File: config.mk
export PLATFORM = sky130hd
export DESIGN_NAME = mac_operand_feeder_flat
export DESIGN_NICKNAME = d
export VERILOG_FILES = /design/src/rtl/mac_operand_feeder_if.sv /design/src/rtl/mac_operand_feeder.sv /design/src/flat_wrapper.sv
export SDC_FILE = /design/constraint.sdc
export NUM_CORES = 1
export LEC_CHECK = 0
export CAP_MARGIN = 20
export CORE_UTILIZATION = 48
export DETAILED_ROUTE_END_ITERATION = 6
export PLACE_DENSITY = 0.81
export SYNTH_ARGS = -nofsm -noshare
export SYNTH_HDL_FRONTEND = slang
export SYNTH_SLANG_ARGS = --single-unit
File: constraint.sdc
create_clock -name clk -period 2.45 [get_ports clk]
set_clock_uncertainty 0.1 [all_clocks]
set_input_delay 0.49 -clock clk [delete_from_list [all_inputs] [get_ports clk]]
set_output_delay 0.49 -clock clk [all_outputs]
set_load 0.01 [all_outputs]
File: src/rtl/mac_operand_feeder_if.sv
//==============================================================================
// Module      : mac_operand_feeder_if
// Description : Operand stream, MAC vector bus and result stream of the
//               operand feeder. Optional in_last under MAC_FEED_LAST_EN.
// Revision    : 1.0 - initial release
//==============================================================================
`default_nettype none

interface mac_operand_feeder_if #(
    parameter int N_PAIRS = 12,
    parameter int DW      = 16
);
    logic                    in_valid;
    logic                    in_ready;
    logic [DW-1:0]           in_a;
    logic [DW-1:0]           in_b;
`ifdef MAC_FEED_LAST_EN
    logic                    in_last;
`endif
    logic [N_PAIRS*DW-1:0]   a_vec;
    logic [N_PAIRS*DW-1:0]   b_vec;
    logic                    mac_start;
    logic [DW-1:0]           mac_result;
    logic                    res_valid;
    logic                    res_ready;
    logic [DW-1:0]           res_data;

`ifdef MAC_FEED_LAST_EN
    // Feeder side
    modport slave (
        input  in_valid, in_a, in_b, in_last, mac_result, res_ready,
        output in_ready, a_vec, b_vec, mac_start, res_valid, res_data
    );
    // Operand source / MAC / result consumer side
    modport master (
        output in_valid, in_a, in_b, in_last, mac_result, res_ready,
        input  in_ready, a_vec, b_vec, mac_start, res_valid, res_data
    );
`else
    modport slave (
        input  in_valid, in_a, in_b, mac_result, res_ready,
        output in_ready, a_vec, b_vec, mac_start, res_valid, res_data
    );
    modport master (
        output in_valid, in_a, in_b, mac_result, res_ready,
        input  in_ready, a_vec, b_vec, mac_start, res_valid, res_data
    );
`endif

endinterface

`default_nettype wire

File: src/rtl/mac_operand_feeder.sv
//==============================================================================
// Module      : mac_operand_feeder
// Description : Packs serial (A,B) operand pairs into the MAC's parallel lane
//               buses, issues the MAC, waits its fixed latency and returns
//               the dot product on a valid/ready result stream.
//               Optional macro MAC_FEED_LAST_EN: early vector end via in_last.
// Revision    : 1.0 - initial release
//==============================================================================
`default_nettype none

module mac_operand_feeder #(
    parameter int N_PAIRS     = 12,
    parameter int DW          = 16,
    parameter int MAC_LATENCY = 4
) (
    input  wire logic              clk,
    input  wire logic              rst_n,
    mac_operand_feeder_if.slave    bus,
    output logic                   busy
);

    typedef enum logic [1:0] {
        S_FILL  = 2'd0,
        S_ISSUE = 2'd1,
        S_WAIT  = 2'd2,
        S_HOLD  = 2'd3
    } state_t;

    localparam int c_CNT_W  = (N_PAIRS > 1) ? $clog2(N_PAIRS) : 1;
    localparam int c_WAIT_W = $clog2(MAC_LATENCY + 1);
    localparam logic [c_CNT_W-1:0]  c_LAST_LANE = c_CNT_W'(N_PAIRS - 1);
    localparam logic [c_WAIT_W-1:0] c_WAIT_LOAD = c_WAIT_W'(MAC_LATENCY - 1);

    state_t                        r_state;
    state_t                        w_state_nxt;
    logic [c_CNT_W-1:0]            r_cnt;
    logic [c_CNT_W-1:0]            w_cnt_nxt;
    logic [c_WAIT_W-1:0]           r_wait;
    logic [c_WAIT_W-1:0]           w_wait_nxt;
    logic                          r_res_valid;
    logic                          w_res_valid_nxt;
    logic [DW-1:0]                 r_res_data;
    logic [DW-1:0]                 w_res_data_nxt;
    logic [N_PAIRS-1:0][DW-1:0]    r_a_lane;
    logic [N_PAIRS-1:0][DW-1:0]    r_b_lane;

    logic                          w_in_ready;
    logic                          w_xfer;
    logic                          w_early;
    logic                          w_done;

    // in_ready is held low while reset is asserted, then follows the FILL state
    assign w_in_ready = rst_n & (r_state == S_FILL);
    assign w_xfer     = bus.in_valid & w_in_ready;

`ifdef MAC_FEED_LAST_EN
    assign w_early = bus.in_last & (r_cnt != c_LAST_LANE);
`else
    assign w_early = 1'b0;
`endif
    assign w_done = (r_cnt == c_LAST_LANE) | w_early;

    always_ff @(posedge clk or negedge rst_n) begin
        if (!rst_n) begin
            r_state     <= S_FILL;
            r_cnt       <= '0;
            r_wait      <= '0;
            r_res_valid <= 1'b0;
            r_res_data  <= '0;
        end else begin
            r_state     <= w_state_nxt;
            r_cnt       <= w_cnt_nxt;
            r_wait      <= w_wait_nxt;
            r_res_valid <= w_res_valid_nxt;
            r_res_data  <= w_res_data_nxt;
        end
    end

    always_comb begin
        w_state_nxt     = r_state;
        w_cnt_nxt       = r_cnt;
        w_wait_nxt      = r_wait;
        w_res_valid_nxt = r_res_valid;
        w_res_data_nxt  = r_res_data;
        case (r_state)
            S_FILL: begin
                if (w_xfer) begin
                    if (w_done) begin
                        w_cnt_nxt   = '0;
                        w_state_nxt = S_ISSUE;
                    end else begin
                        w_cnt_nxt = r_cnt + 1'b1;
                    end
                end
            end
            S_ISSUE: begin
                w_wait_nxt  = c_WAIT_LOAD;
                w_state_nxt = S_WAIT;
            end
            S_WAIT: begin
                if (r_wait == '0) begin
                    w_res_data_nxt  = bus.mac_result;
                    w_res_valid_nxt = 1'b1;
                    w_state_nxt     = S_HOLD;
                end else begin
                    w_wait_nxt = r_wait - 1'b1;
                end
            end
            S_HOLD: begin
                if (bus.res_ready) begin
                    w_res_valid_nxt = 1'b0;
                    w_state_nxt     = S_FILL;
                end
            end
            default: w_state_nxt = S_FILL;
        endcase
    end

    // Lanes past an early-terminated vector are zeroed (+0.0) on the same edge;
    // otherwise lanes persist until overwritten by the next fill.
    always_ff @(posedge clk or negedge rst_n) begin
        if (!rst_n) begin
            r_a_lane <= '0;
            r_b_lane <= '0;
        end else if (w_xfer) begin
            for (int i = 0; i < N_PAIRS; i++) begin
                if (r_cnt == c_CNT_W'(i)) begin
                    r_a_lane[i] <= bus.in_a;
                    r_b_lane[i] <= bus.in_b;
                end else if (w_early && (r_cnt < c_CNT_W'(i))) begin
                    r_a_lane[i] <= '0;
                    r_b_lane[i] <= '0;
                end
            end
        end
    end

    assign bus.in_ready  = w_in_ready;
    assign bus.a_vec     = r_a_lane;
    assign bus.b_vec     = r_b_lane;
    assign bus.mac_start = (r_state == S_ISSUE);
    assign bus.res_valid = r_res_valid;
    assign bus.res_data  = r_res_data;
    assign busy          = ~((r_state == S_FILL) && (r_cnt == '0));

endmodule

`default_nettype wire

File: src/flat_wrapper.sv
// flat-port wrapper written by rule: the top's interface ports become plain ports
module mac_operand_feeder_flat 
#(
    parameter int N_PAIRS     = 12,
    parameter int DW          = 16,
    parameter int MAC_LATENCY = 4
)
  (clk, rst_n, busy, bus_in_valid, bus_in_a, bus_in_b, bus_mac_result, bus_res_ready, bus_in_ready, bus_a_vec, bus_b_vec, bus_mac_start, bus_res_valid, bus_res_data);
  mac_operand_feeder_if #(.N_PAIRS(N_PAIRS), .DW(DW)) bus_i ();
  input  wire logic clk;
  input  wire logic rst_n;
  output logic busy;
  input wire logic [$bits(bus_i.in_valid)-1:0] bus_in_valid;
  input wire logic [$bits(bus_i.in_a)-1:0] bus_in_a;
  input wire logic [$bits(bus_i.in_b)-1:0] bus_in_b;
  input wire logic [$bits(bus_i.mac_result)-1:0] bus_mac_result;
  input wire logic [$bits(bus_i.res_ready)-1:0] bus_res_ready;
  output wire logic [$bits(bus_i.in_ready)-1:0] bus_in_ready;
  output wire logic [$bits(bus_i.a_vec)-1:0] bus_a_vec;
  output wire logic [$bits(bus_i.b_vec)-1:0] bus_b_vec;
  output wire logic [$bits(bus_i.mac_start)-1:0] bus_mac_start;
  output wire logic [$bits(bus_i.res_valid)-1:0] bus_res_valid;
  output wire logic [$bits(bus_i.res_data)-1:0] bus_res_data;
  assign bus_i.in_valid = bus_in_valid;
  assign bus_i.in_a = bus_in_a;
  assign bus_i.in_b = bus_in_b;
  assign bus_i.mac_result = bus_mac_result;
  assign bus_i.res_ready = bus_res_ready;
  assign bus_in_ready = bus_i.in_ready;
  assign bus_a_vec = bus_i.a_vec;
  assign bus_b_vec = bus_i.b_vec;
  assign bus_mac_start = bus_i.mac_start;
  assign bus_res_valid = bus_i.res_valid;
  assign bus_res_data = bus_i.res_data;
  mac_operand_feeder #(.N_PAIRS(N_PAIRS), .DW(DW), .MAC_LATENCY(MAC_LATENCY)) u_core (.clk(clk), .rst_n(rst_n), .bus(bus_i), .busy(busy));
endmodule
[After elaboration in Yosys (flattened, before gate mapping)]
Cells that the tools add are included.
Word-level totals
  register bits after elaboration: 410
  bits of input ports: 52
  output and inout port bits: 404
Cells by class
  add/subtract/negate cells: 2
  eq/ne operators: 19
  mux-type cells: 11
  bitwise operators: 3
  reduce and logical (&&, ||, !) cells: 23
Operator list (count)
  2-bit AND reduction: 15
  4-bit by 3-bit equality test with 1-bit output (second input constant): 4
  4-bit equality test (second input constant): 4
  4-bit by 2-bit equality test with 1-bit output (second input constant): 2
  2-bit 2-to-1 mux: 4
  2-bit case mux with 4 select lines: 1
  2-bit by 1-bit inequality test with 1-bit output (second input constant): 3
  3-bit case mux with 2 select lines: 1
  4-bit by 1-bit adder with 4-bit output (second input constant): 1
  2-bit equality test (second input constant): 2
  4-bit by 1-bit equality test with 1-bit output (second input constant): 1
  4-bit logical NOT: 1
  4-bit 2-to-1 mux: 1
  2-bit inequality test (second input constant): 2
  4-bit AND reduction: 1
  2-bit nonzero test: 2
  3-bit logical NOT: 1
  3-bit 2-to-1 mux: 1
  3-bit AND reduction: 1
  3-bit by 1-bit subtractor with 3-bit output (second input constant): 1
  1-bit bitwise AND: 2
  2-bit by 1-bit equality test with 1-bit output (second input constant): 1
  2-bit logical NOT: 1
  1-bit 2-to-1 mux: 2
  3 further kinds: 3

[Longest topological paths before layout]
Gate-level depths: netlist of the first run.
  depth in word-level cells: 5
  depth in mapped cells: 9

[Least setup slack after synthesis of the first run]
No wires, ideal clock.
  path kind: reg-to-reg
  start: reg u_core.r_state[0]
  end: reg u_core.r_a_lane (netlist bit u_core.bus.a_vec[49])
  library setup time: 0.127 ns
  arrival time: 1.899 ns
  required time: 2.223 ns
  slack: 0.324 ns
  stages on the path, launching flop included: 10
  period minus slack after synthesis: 2.126 ns
  cell sequence: dfrtp_1 -> inv_1 -> ha_1 -> and3_1 -> buf_4 -> nand2_1 -> or3_1 -> buf_2 -> buf_6 -> mux2_1
Between the ends
  longest elaborated chain between the ends: 4
RTL lines
  from (decl): line mac_operand_feeder.sv:34  | state_t r_state;
  from (signal assigned): line mac_operand_feeder.sv:71  | r_state <= w_state_nxt;
  2-bit logical NOT: line mac_operand_feeder.sv:53  | assign w_in_ready = rst_n & (r_state == S_FILL);
  1-bit bitwise AND: line mac_operand_feeder.sv:53
  1-bit bitwise AND: line mac_operand_feeder.sv:54  | assign w_xfer = bus.in_valid & w_in_ready;
  2-bit AND reduction (no line)
  to (signal, indexed assignment): line mac_operand_feeder.sv:128  | r_a_lane[i] <= bus.in_a;
  to (decl): line mac_operand_feeder.sv:44  | logic [N_PAIRS-1:0][DW-1:0] r_a_lane;
No other way between the ends.
A chain may end at the register's enable or synchronous reset.

[Worst setup path in the final report of the first run]
  start: in rst_n
  end: reg u_core.r_a_lane (netlist bit u_core.bus.a_vec[25])
Between the ends
  longest elaborated chain between the ends: 3
RTL lines
  from (decl): line flat_wrapper.sv:11  | input wire logic rst_n;
  1-bit bitwise AND: line mac_operand_feeder.sv:53
  1-bit bitwise AND: line mac_operand_feeder.sv:54
  2-bit AND reduction (no line)
No other way between the ends.

==> flow_metrics.tcl, run 1 <==
set metrics [dict create \
    outcome "completed" \
    num_rows 65 \
    synth.mux.area_fraction_pct 29.1 \
    cts_root_buffer "clkbuf_16" \
    timing.final.max_slew_violations 0 \
    slew-limit-headroom_pct 42.1 \
    crit_required_ps 2740 \
    design_power_total_mw 25.3 \
    vdd_ir_drop_max_uv 838 \
    cts_buffers 42 \
    number_of_standard_cells_after_synthesis 962 \
    drcViolationCount 0 \
    worstHoldPathType "in2async" \
    grt_pass1_vias 10700 \
    grt_pass1_wl_mm 64.8 \
    critPathCaptureType "flop" \
    antenna-diode-count 0 \
    delay_of_the_slowest_critical_path_stage_ps 570 \
    tightestPinTransition_ps 869 \
    path_class "in2reg" \
    globalRouteOverflowTotal 0 \
    worstSetupStartpointType "input port" \
    layout_common_cells "451 x clkdlybuf4s50_1, 410 x dfrtp_1, 341 x mux2_2, 62 x mux2_1, 45 x clkbuf_16" \
    synth_area_mm2 0.0156 \
    timing.final.crit_period_ps 2350 \
    syn-mean-instance-area_um2 16.3 \
    area_taken_by_multi_input_logic_gates_mm2 0.00503 \
    ys_seq_area_share_pct 65.6 \
    post_synth_net_total 1025 \
    worst_skew_pair.late_latency_ps 520 \
    detailed_place_hpwl_mm 29.5 \
    max_freq_mhz 425 \
    max-cap-violations 0 \
    die_h_um 182 \
    worst-path-max-fanout 11 \
    finalSetupTns_ps 0 \
    arrival_ps 2650 \
    cts.sinks 410 \
    largest_net_degree_at_the_start_of_global_routing 147 \
    post-route-period-util_pct 96.0 \
    synth_top_family_by_area "multiplexers" \
    routed-via-count 9875 \
    globalRouteTotalUtil_pct 25.8 \
    final-seq-area_mm2 0.0103 \
    ant_nets 0 \
    num-fill-cells 2095 \
    synth_top_cell_by_area "dfrtp_1" \
    cpMaxStageDelayCell "dlygate4sd3_1" \
    initial_utilization_pct 49.2 \
    detail_route.wl_per_cell_um 22.7 \
    cts.clk_slew.worst_paths_ps 60 \
    drt-vias-per-instance 5.22 \
    synth_compound_gate_area_share_pct 0.432 \
    count_of_cell_types_in_the_netlist 26 \
    yosys.area_share.adder_pct 0.880 \
    ys_seq_elements 410 \
    initial_antenna_violation_count 0 \
    cellPowerDensity_mw_per_mm2 1130 \
    drt_wl_total_mm 43.0 \
    asyncSetResetFlopFracSynth_pct 100 \
    most_used_flip_flop_cell_after_synthesis "dfrtp_1" \
    design.portCount 456 \
    leakage_nw 10.5 \
    finalHoldViolations 0 \
    yosysWarningCount 0 \
    path_cells "dlygate4sd3_1 -> buf_8 -> and3_1 -> nand2_1 -> or3_2 -> buf_4 -> mux2_1" \
    synth_area_leaders "dfrtp_1 66%, mux2_2 25%, mux2_1 4.5%, buf_2 1.0%, clkbuf_1 0.94%" \
    drive_gt1_share_pct 32.4 \
    setup_viol 0 \
    areaGrowthSynthToFinish_pct 43.4 \
    die_w_um 182 \
    yosys.area.top_type_share_pct 65.6 \
    floorplan.die_area_mm2 0.0333 \
    maximum_clock_insertion_buffer_count 3 \
    synthXorXnorAreaFrac_pct 0.112 \
    firstDrtPassIters 4 \
    rsz_0062_raised_after_global_routing "no" \
    post_synth_and_or_nand_nor_area_fraction_pct 1.18 \
    gp_congestion 0.781 \
    tritoncts "yes" \
    drt_iter0_drc 337 \
    finish.net_count 1493 \
    synth-edff-count 0 \
    layout_commonest_cell "clkdlybuf4s50_1" \
    htree_levels 2 \
    design.core.area_mm2 0.0318 \
    port_buffers 455 \
]
-- kinds of logic after synthesis --
logic type | count (synthesis)
fa+ha+maj | 11
simple gates | 37
buf+inv | 88
mux | 404
flops | 410
xor+xnor | 2
compound gates | 10
-- cells in the mapped netlist (2+ instances only) --
| library cell | number |
|---|---|
| dfrtp_1 | 410 |
| mux2_2 | 341 |
| mux2_1 | 62 |
| clkbuf_1 | 39 |
| buf_2 | 32 |
| ha_1 | 11 |
| inv_1 | 10 |
| nand2_1 | 10 |
| nor2_1 | 10 |
| buf_6 | 6 |
| nand2b_1 | 5 |
| a22o_1 | 3 |
| and3_1 | 3 |
| o21ai_0 | 3 |
| or3_1 | 3 |
| a21oi_1 | 2 |
| nor3_1 | 2 |
| nor3_2 | 2 |
-- what timing repair did --
| item | CTS | global route |
|---|---|---|
| setup buffers | 0 | 3 |
| setup endpoints to repair | 3 | 1 |
| hold endpoints to repair | 35 | 0 |
| hold buffers | 1 | 0 |
| resized for setup | 9 | 2 |
-- layout make-up --
type / instances / area share (%)
Multi-Input combinational cell: 464 / 22.4
Sequential cell: 410 / 45.8
Inverter: 10 / 0.167
Clock buffer: 62 / 5.84
Timing Repair Buffer: 502 / 23.0
Tap cell: 435 / 2.43
Clock inverter: 10 / 0.352
-- per-layer routing --
metal,vias to the layer above,GRT usage [%],share of wire [%],wire [µm]
li1,4256,-,-,-
met1,5158,31.0,39,16700
met2,380,43.3,49,21200
met3,81,8.96,8.8,3780
met4,0,8.94,3.1,1330
met5,-,0,0,0
-- critical path: cells and delay by family --
kind / cells / cell delay (ps)
buffers and inverters: 3 / 970
muxes: 1 / 330
and+or+nand+nor: 3 / 850
-- per-stage QoR --
step | cells | cell area (µm²) | worst slack (ps) | utilization, % | hold WS (ps)
6_report | 1893 | 22400 | 97.1 | 70.5 | 268
5_1_grt | 1893 | 22400 | 12.1 | 70.5 | 260
4_1_cts | 1890 | 22400 | 26.3 | 70.4 | 231
3_5_place_dp | 1817 | 21000 | -126 | 66.0 | 206
3_3_place_gp | 1817 | 21000 | -81.8 | 66.0 | 204
2_1_floorplan | 962 | 15600 | 324 | - | 94.4
-- path summary, 6_finish.rpt --
check                                                 start                                 to  slack (ps)  cells past startpoint
max                                                   rst_n   u_core.bus.a_vec[25]$_DFFE_PN0P_         100                      7
min                                                   rst_n   u_core.bus.b_vec[27]$_DFFE_PN0P_         270                      2
max reg2reg                   u_core.r_state[0]$_DFFE_PN0P_   u_core.bus.a_vec[25]$_DFFE_PN0P_         140                      7
min reg2reg                u_core.bus.a_vec[73]$_DFFE_PN0P_   u_core.bus.a_vec[73]$_DFFE_PN0P_         380                      1
max in group asynchronous                             rst_n  u_core.bus.a_vec[104]$_DFFE_PN0P_         460                      4
min in group clk           u_core.bus.a_vec[73]$_DFFE_PN0P_   u_core.bus.a_vec[73]$_DFFE_PN0P_         380                      1
-- sequential cells by signal, summed over array words and instances (netlist names) --
register and cells:
u_core.r_cnt 4, u_core.bus.res_valid 1, u_core.bus.a_vec 192, u_core.bus.res_data 16, u_core.r_wait 3, u_core.r_state 2
u_core.bus.b_vec 192
-- report_power, final --
group | internal [mW] | leakage (nW) | total [mW] | switching, mW
Combinational | 5.33 | 4.26 | 8.81 | 3.48
Clock | 3.79 | 0.696 | 6.34 | 2.55
Sequential | 8.93 | 5.52 | 10.1 | 1.20
No activity file was read; power rests on OpenSTA's default activity.
==> run 2: changes to the inputs <==
- SKIP_LAST_GASP: not set -> 1
==> run 2 against run 1 <==
Total power about the same. Routed wire length about the same. Non-clock buffer count unchanged. Sequential share of layout area unchanged. Largest cell class unchanged.
==> flow_metrics.tcl, run 2 (synthesis results as in run 1) <==
set metrics [dict create \
    design.core.area_mm2 0.0318 \
    drive_gt1_share_pct 32.3 \
    cts_buffers 42 \
    ant_nets 0 \
    pre_cts_slack_ps -126 \
    drt_wl_total_mm 43.0 \
    gp_congestion 0.781 \
    max_freq_mhz 425 \
    path_cells "dlygate4sd3_1 -> buf_8 -> and3_1 -> nand2_1 -> or3_2 -> buf_4 -> mux2_1" \
    drt-vias-per-instance 5.21 \
    setup.reg_to_reg.worst_slack_ps 140 \
    floorplan.die_area_mm2 0.0333 \
    grt_pass1_wl_mm 64.8 \
    globalRouteTotalUtil_pct 25.8 \
    grt.met1_usage_pct 31.0 \
    cts.sinks 410 \
    met2_usage_pct 43.3 \
    worstHoldPathType "in2async" \
    cts_root_buffer "clkbuf_16" \
    tightestPinTransition_ps 869 \
    leakage_nw 10.5 \
    vdd_ir_drop_max_uv 838 \
    globalRouteOverflowTotal 0 \
    htree_levels 2 \
    placed_cells 1817 \
    drcViolationCount 0 \
    outcome "completed" \
    routed-via-count 9869 \
    fraction_of_met3_tracks_used_by_global_routing_pct 8.96 \
    grt-busiest-layer "met2" \
    worst_path_dominant_cell_family "buffers and inverters" \
    largest_net_degree_at_the_start_of_global_routing 147 \
    timing.rr.start "u_core.r_state[0]$_DFFE_PN0P_" \
    worst-path-max-fanout 11 \
    layout_common_cells "451 x clkdlybuf4s50_1, 410 x dfrtp_1, 341 x mux2_2, 62 x mux2_1, 45 x clkbuf_16" \
    layout_commonest_cell "clkdlybuf4s50_1" \
    num_rows 65 \
    initial_antenna_violation_count 0 \
    tritoncts "yes" \
    arrival_ps 2650 \
    cpMaxStageDelayCell "dlygate4sd3_1" \
    path_class "in2reg" \
    design.portCount 456 \
    areaGrowthSynthToFinish_pct 43.4 \
    cellPowerDensity_mw_per_mm2 1130 \
    worstPathBufferInverterCount 3 \
    die_h_um 182 \
    fin_hold_ws_ps 268 \
    setup_viol 0 \
    max-cap-violations 0 \
    maximum_clock_insertion_buffer_count 3 \
    ff2ff_path_depth 7 \
    final_cells 1893 \
    worstSetupStartpointType "input port" \
    timing.final.crit_period_ps 2350 \
    die_w_um 182 \
    critPathCaptureType "flop" \
    finalSetupTns_ps 0 \
    grt_pass1_vias 10700 \
    crit_required_ps 2740 \
    port_buffers 455 \
    finish.net_count 1493 \
    crit-reg2reg-capture "u_core.bus.a_vec[25]$_DFFE_PN0P_" \
    cts.clk_slew.worst_paths_ps 60 \
    post-route-period-util_pct 96.1 \
    detail_route.wl_per_cell_um 22.7 \
    firstDrtPassIters 4 \
    slew-limit-headroom_pct 42.1 \
    drt_iter0_drc 336 \
    worst_skew_pair.late_latency_ps 520 \
    timing.final.max_slew_violations 0 \
    finalHoldViolations 0 \
    initial_utilization_pct 49.2 \
    antenna-diode-count 0 \
    worst_slack_ps 96.1 \
    delay_of_the_slowest_critical_path_stage_ps 570 \
    detailed_place_hpwl_mm 29.5 \
]
## run 2: what timing repair did
action / CTS / global route
buffers inserted: 0 / 3
cloned: 0 / 0
setup endpoints to repair: 3 / 1
hold buffers: 1 / 0
hold endpoints to repair: 35 / 0
resized for setup: 6 / 3
## run 2: cell type report
cell class	count	area, µm²
multi-input cells	464	5030
inverters	10	37.5
well taps	435	544
fillers	2095	9380
flip-flops and latches	410	10300
clock buffers	62	1310
clock inverters	10	78.8
repair buffers	502	5160
## run 2: through the flow
step | util (%) | power [mW] | instance area (µm²)
floorplan | - | 13.4 | 15600
global placement | 66.0 | 18.7 | 21000
detailed placement | 66.0 | 19.0 | 21000
CTS | 70.4 | 25.4 | 22400
global route | 70.5 | 26.4 | 22400
finish | 70.5 | 25.3 | 22400
## run 2: per-layer routing
layer / up-vias / routed length [µm]
met2: 382 / 21200
met1: 5150 / 16700
met3: 81 / 3780
li1: 4256 / -
met4: 0 / 1330
met5: - / 0
## run 2: where the power goes
group / switching (mW) / leakage (nW) / internal (mW)
logic: 3.48 / 4.27 / 5.33
registers: 1.20 / 5.52 / 8.93
clock network: 2.55 / 0.696 / 3.79
## run 2: worst max path at each step
stage | end | startpoint | cells after the start
after floorplan | u_core.bus.a_vec[49]$_DFFE_PN0P_ | u_core.r_state[0]$_DFFE_PN0P_ | 9
after global placement | u_core.bus.a_vec[20]$_DFFE_PN0P_ | bus_in_valid | 6
after detailed placement | u_core.bus.a_vec[18]$_DFFE_PN0P_ | bus_in_valid | 6
after CTS | busy | u_core.r_state[1]$_DFFE_PN0P_ | 5
after global routing | busy | u_core.r_cnt[0]$_DFFE_PN0P_ | 5
final | u_core.bus.a_vec[25]$_DFFE_PN0P_ | rst_n | 7
